## src/rtl/ram8_16_pkg.sv

```systemverilog
// Shared word/address constants, bus types and gate-level helper functions
// for the RAM8 tier; reused unchanged by RAM64/RAM512.
package ram8_16_pkg;

    localparam int unsigned WORD_W        = 16;
    localparam int unsigned RAM8_ADDR_W   = 3;
    localparam int unsigned RAM8_DEPTH    = 8;
    localparam logic [WORD_W-1:0] RAM_RESET_VAL = 16'h0000;

    typedef logic [WORD_W-1:0]      word_t;
    typedef logic [RAM8_ADDR_W-1:0] addr_t;
    typedef word_t [RAM8_DEPTH-1:0] word_bank_t;

    // Write-port payload as seen by the decode stage.
    typedef struct packed {
        logic  load;
        addr_t address;
        word_t data;
    } wr_req_t;

    // 2-to-1 mux gate: sel=0 -> a, sel=1 -> b.
    function automatic logic mux2(input logic a, input logic b, input logic sel);
        return sel ? b : a;
    endfunction

    // 1-to-8 demux; {sel[2],sel[1],sel[0]} = {sel_1,sel_2,sel_3}, bit 0 is output a.
    function automatic logic [RAM8_DEPTH-1:0] dmux8way(input logic in_b, input addr_t sel);
        logic [RAM8_DEPTH-1:0] o;
        o = '0;
        for (int unsigned i = 0; i < RAM8_DEPTH; i++) begin
            o[i] = in_b & (sel == RAM8_ADDR_W'(i));
        end
        return o;
    endfunction

    // 8-way 16-bit mux as a three-level tree, sel[0] resolved first.
    function automatic word_t mux8way16(input word_bank_t w, input addr_t sel);
        word_t l1 [4];
        word_t l2 [2];
        for (int unsigned i = 0; i < 4; i++) begin
            l1[i] = sel[0] ? w[2*i+1] : w[2*i];
        end
        for (int unsigned i = 0; i < 2; i++) begin
            l2[i] = sel[1] ? l1[2*i+1] : l1[2*i];
        end
        return sel[2] ? l2[1] : l2[0];
    endfunction

endpackage

```

## src/rtl/ram8_16_reg16_load.sv

```systemverilog
// 16-bit load register: one DFF-with-load cell per bit, feedback through the
// 2-to-1 mux gate; asynchronous active-low reset to RESET_VAL.
module reg16_load
    import ram8_16_pkg::*;
#(
    parameter logic [WORD_W-1:0] RESET_VAL = RAM_RESET_VAL
) (
    input  logic              clk,
    input  logic              rst_n,
    input  logic [WORD_W-1:0] in,
    input  logic              load,
    output logic [WORD_W-1:0] out
);

    for (genvar i = 0; i < WORD_W; i++) begin : g_bit
        logic bit_d;
        logic bit_q;

        always_comb begin
            bit_d = mux2(bit_q, in[i], load);
        end

        always_ff @(posedge clk or negedge rst_n) begin
            if (!rst_n) begin
                bit_q <= RESET_VAL[i];
            end else begin
                bit_q <= bit_d;
            end
        end

        assign out[i] = bit_q;
    end

endmodule

```

## src/rtl/ram8_16.sv

```systemverilog
// 8 x 16-bit register-file RAM: demux-decoded writes, combinational 8-way read.
// Optional write-through view of `in` on `out` when RAM8_16_BYPASS_EN is defined.
module ram8_16
    import ram8_16_pkg::*;
#(
    parameter int unsigned       WIDTH     = 16,
    parameter logic [WIDTH-1:0]  RESET_VAL = '0
) (
    input  logic                   clk,
    input  logic                   rst_n,
    input  logic [WIDTH-1:0]       in,
    input  logic                   load,
    input  logic [RAM8_ADDR_W-1:0] address,
    output logic [WIDTH-1:0]       out
);

    // The demux/mux datapath is fixed at 16 bits.
    if (WIDTH != WORD_W) begin : g_width_chk
        $error("ram8_16: WIDTH must be %0d", WORD_W);
    end

    wr_req_t               wr_req;
    logic                  addr_known;
    logic [RAM8_DEPTH-1:0] load_vec;
    word_bank_t            words;
    word_t                 rd_word;

    // Gate load on a known address so X/Z addresses never write in simulation.
    always_comb begin
        addr_known = 1'b1;
`ifndef SYNTHESIS
        addr_known = !$isunknown(address);
`endif
        wr_req.load    = load & addr_known;
        wr_req.address = address;
        wr_req.data    = WORD_W'(in);
        load_vec       = dmux8way(wr_req.load, wr_req.address);
    end

    for (genvar w = 0; w < RAM8_DEPTH; w++) begin : g_word
        reg16_load #(
            .RESET_VAL (WORD_W'(RESET_VAL))
        ) u_reg (
            .clk   (clk),
            .rst_n (rst_n),
            .in    (wr_req.data),
            .load  (load_vec[w]),
            .out   (words[w])
        );
    end

    always_comb begin
        rd_word = mux8way16(words, address);
    end

`ifdef RAM8_16_BYPASS_EN
    // Write-through forwarding; suppressed during reset so out stays at RESET_VAL.
    always_comb begin
        out = WIDTH'(rd_word);
        if (load && rst_n) begin
            out = in;
        end
    end
`else
    always_comb begin
        out = WIDTH'(rd_word);
    end
`endif

endmodule

```

## config.mk

```make
export PLATFORM = sky130hd
export DESIGN_NAME = ram8_16
export DESIGN_NICKNAME = d
export VERILOG_FILES = /design/src/rtl/ram8_16_pkg.sv /design/src/rtl/ram8_16_reg16_load.sv /design/src/rtl/ram8_16.sv
export SDC_FILE = /design/constraint.sdc
export NUM_CORES = 1
export LEC_CHECK = 0
export BUFFER_PORTS_ARGS = -buffer_cell sky130_fd_sc_hd__clkbuf_2
export CORE_ASPECT_RATIO = 1.75
export CORE_UTILIZATION = 30
export CTS_BUF_LIST = sky130_fd_sc_hd__clkbuf_8
export CTS_CLUSTER_DIAMETER = 40
export DETAILED_ROUTE_END_ITERATION = 7
export PLACE_DENSITY = 0.43
export SLEW_MARGIN = 40
export SYNTH_ARGS = -nofsm -noshare
export SYNTH_HDL_FRONTEND = slang
export SYNTH_SLANG_ARGS = --single-unit
```

## constraint.sdc

```tcl
create_clock -name clk -period 3.1 [get_ports clk]
set_input_delay 0.465 -clock clk [delete_from_list [all_inputs] [get_ports clk]]
set_output_delay 0.465 -clock clk [all_outputs]
set_load 0.03 [all_outputs]
```

==> key figures <==
Synth
  – Most frequent cell after synthesis: mux2_2
  – Synth area leader: dfrtp_1
  – Synth top cells by count: mux2_2, dfrtp_1, mux4_2
  – Synth Warn #: 0
  – Post-synth EDFFs: 0
  – Synthesized Nets: approximately 370
  – Top-area cell type share of the netlist area: a little over half
  – Seq/Total Area, Yosys: a little over half
  – Mapped cell area: 0.005891 sq mm
  – Syn_area_per_cell: between 15 and 20 sq um
  – Yosys reg bits: between 100 and 150
  – Post-Synthesis Cells: approximately 350
  – Yosys cell types: 24
  – Main flop type after synthesis: dfrtp_1
  – Async set-reset flop share out of synthesis: between 90% and 100%
  – Dominant cells by area after synthesis: dfrtp_1, mux2_2, mux4_2

Pwr
  – Combinational power share: 20.2%
  – Leakage: ~2.9 nW
  – Internal power: between 0.003 and 0.004 W
  – Maximum VDD drop: 0.2549 mV
  – Part of the power in the clock network: about 34%
  – Switching part of the total power: 26.13%
  – Switching power total: around 0.0013 W
  – Pwr dens: roughly 700 mW/mm^2
  – Flop pwr share: between 40% and 50%

Critical path
  – Setup CP Type: input pin to primary output
  – WP data arrival: approximately 2 ns
  – Slowest cell on crit path: clkbuf_2
  – Crit path largest cell delay: 0.39 ns
  – CP Launch Type: input pin
  – CP bufs+invs: 3
  – CP required: ~2.6 ns
  – CP Cell Sequence: clkbuf_2 -> buf_12 -> nor2_1 -> a22o_1 -> a211oi_1 -> clkbuf_2
  – Crit-path most repeated cell: clkbuf_2
  – Crit path max-delay family: buffers and inverters
  – Max FO, Critical Path: 27
  – CP Capture Type: primary output

Clock tree
  – Clk Latency, worst-skew pair: between 0.4 and 0.5 ns
  – Reg clk slew, reported paths: roughly 0.070 ns
  – Root Driver: clkbuf_8
  – H-tree Lvls: 4
  – Clock Path Buffers: 2
  – CTS buffer count: 17
  – Setup bufs post-CTS: 0
  – TritonCTS clock tree: built
  – Clock Sinks: 128

Outcome
  – Status: completed

STA
  – Final hold violations: 0
  – Setup_tns: 0 ns
  – Setup violators final: 0
  – Final Slew Violations: 0
  – WHS: 0.3618 ns
  – Unrepaired setup endpoints after global routing: no
  – Tcrit/Tclk final: about four fifths
  – Slew at the pin with the worst max-slew slack: 0.5235 ns
  – Clock Skews: 0 ns
  – Max-slew headroom: 65.10%
  – Minimum clock period: roughly 2.5 ns
  – Fmax: just over 400 MHz

Min path
  – Worst min-delay path category: input pin to flop

Global route
  – Overflow after GRT: 0
  – Pin count of the biggest net entering global routing: 41
  – First-pass GRT wire length: ~22 mm
  – Total GRT Usage: 14.95%
  – Vias in the first global route: ~3700
  – Initial antenna violation count: 0

Floorplanning
  – Starting density of the core: about 31%
  – Site Rows: 67
  – Die footprint: between 0.02 and 0.025 sq mm
  – Core outline area: approximately 0.019 sq mm
  – Ports: 38
  – Die H: 187.4 um
  – Die X: 107.9 um

Routing
  – Via-to-Cell Ratio: ~4.9
  – DRT iter0 DRCs: about 110
  – Remaining DRCs: 0
  – Pre-Repair DR Iteration Count: 4
  – Routed vias: 3206
  – Wire length per cell: 20.43 um
  – Detailed Route WL: between 10 and 15 mm
  – Antenna viol nets, final: 0

Finish
  – Biggest regs: g_word.u_reg.g_bit.bit_q (128)
  – Largest register FFs: approximately 130
  – N_diodes: 0
  – Post-layout net count: 421
  – Fraction of layout instances using a drive strength above 1: a little under two thirds
  – Area Growth Syn to Fin: 16.40%
  – Most flops, register: g_word.u_reg.g_bit.bit_q

Place
  – Port Buffers: 37
  – Placer Congestion: just under 0.7
  – Hpwl dp: between 8 and 9 mm

Flow run
  – Max cap viols: 0
==> per-layer routing <==
metal	share of wire [%]	track usage, %
met5	0	0
met3	2.6	3.659
met1	44	18.66
met4	2.1	6.481
met2	51	24.29
==> kinds of logic after synthesis <==
kind of cell           after synthesis  share of synthesized area [%]
muxes                              176                          39.17
DFF                                128                          54.38
AOI/OAI and AO/OA                    6                         0.7646
buffers and inverters               21                          2.846
and+or+nand+nor                     15                          2.846
==> power groups by stage <==
stage | Sequential (W) | Combinational (W) | Clock [W]
6_report | 0.00221 | 0.000967 | 0.00162
5_1_grt | 0.00226 | 0.00105 | 0.00175
4_1_cts | 0.00222 | 0.000991 | 0.00168
3_5_place_dp | 0.00225 | 0.000990 | 0
3_3_place_gp | 0.00224 | 0.000969 | 0
2_1_floorplan | 0.00218 | 0.000765 | 0
==> final cells by class <==
class / count / area (sq um)
Tap cell: 241 / 301.5
Clock buffer: 21 / 289.0
Timing Repair Buffer: 55 / 375.4
Sequential cell: 128 / 3203
Multi-Input combinational cell: 197 / 2526
Clock inverter: 11 / 161.4
Fill cell: 1838 / 12340
==> timing repair <==
action	in CTS	in global routing
hold buffers	1	0
endpoints found under the hold margin	37	0
resized for setup	0	0
==> per-stage QoR <==
step	power, W	cell area (sq um)	utilization, %	worst slack, ns	std cells
after global placement	0.003205	6396	33.32	0.5896	620
after detailed placement	0.003238	6396	33.32	0.5568	620
after CTS	0.004889	6857	35.72	0.5548	653
after floorplan	0.002944	5891	-	0.6972	346
after global routing	0.005066	6857	35.72	0.5485	653
final	0.004797	6857	35.72	0.6309	653
==> placed cells by master, fill, tap and decap left out, drive strengths merged, types with 2 or more instances in the layout <==
cell type and count:
o22ai 2, clkbuf 57, clkinv 3, bufinv 4, nand2 2, mux2 144
dfrtp 128, a211oi 2, clkinvlp 2, inv 2, nor3 4, mux2i 4
mux4 28, buf 18, nor3b 2, a22o 2
==> worst paths after layout <==
| check | from | slack [ns] | endpoint | cells after the start |
|---|---|---|---|---|
| max | address[2] | 0.63 | out[5] | 6 |
| min | in[7] | 0.36 | g_word[7].u_reg.g_bit[7].bit_q | 2 |
| max reg2reg | g_word[6].u_reg.g_bit[7].bit_q | 2.32 | g_word[6].u_reg.g_bit[7].bit_q | 1 |
| min reg2reg | g_word[7].u_reg.g_bit[7].bit_q | 0.50 | g_word[7].u_reg.g_bit[7].bit_q | 1 |
| max in group asynchronous | rst_n | 1.74 | g_word[6].u_reg.g_bit[9].bit_q | 3 |
| min in group asynchronous | rst_n | 0.53 | g_word[0].u_reg.g_bit[2].bit_q | 2 |
Note: power is estimated with default switching activity, not from simulation.
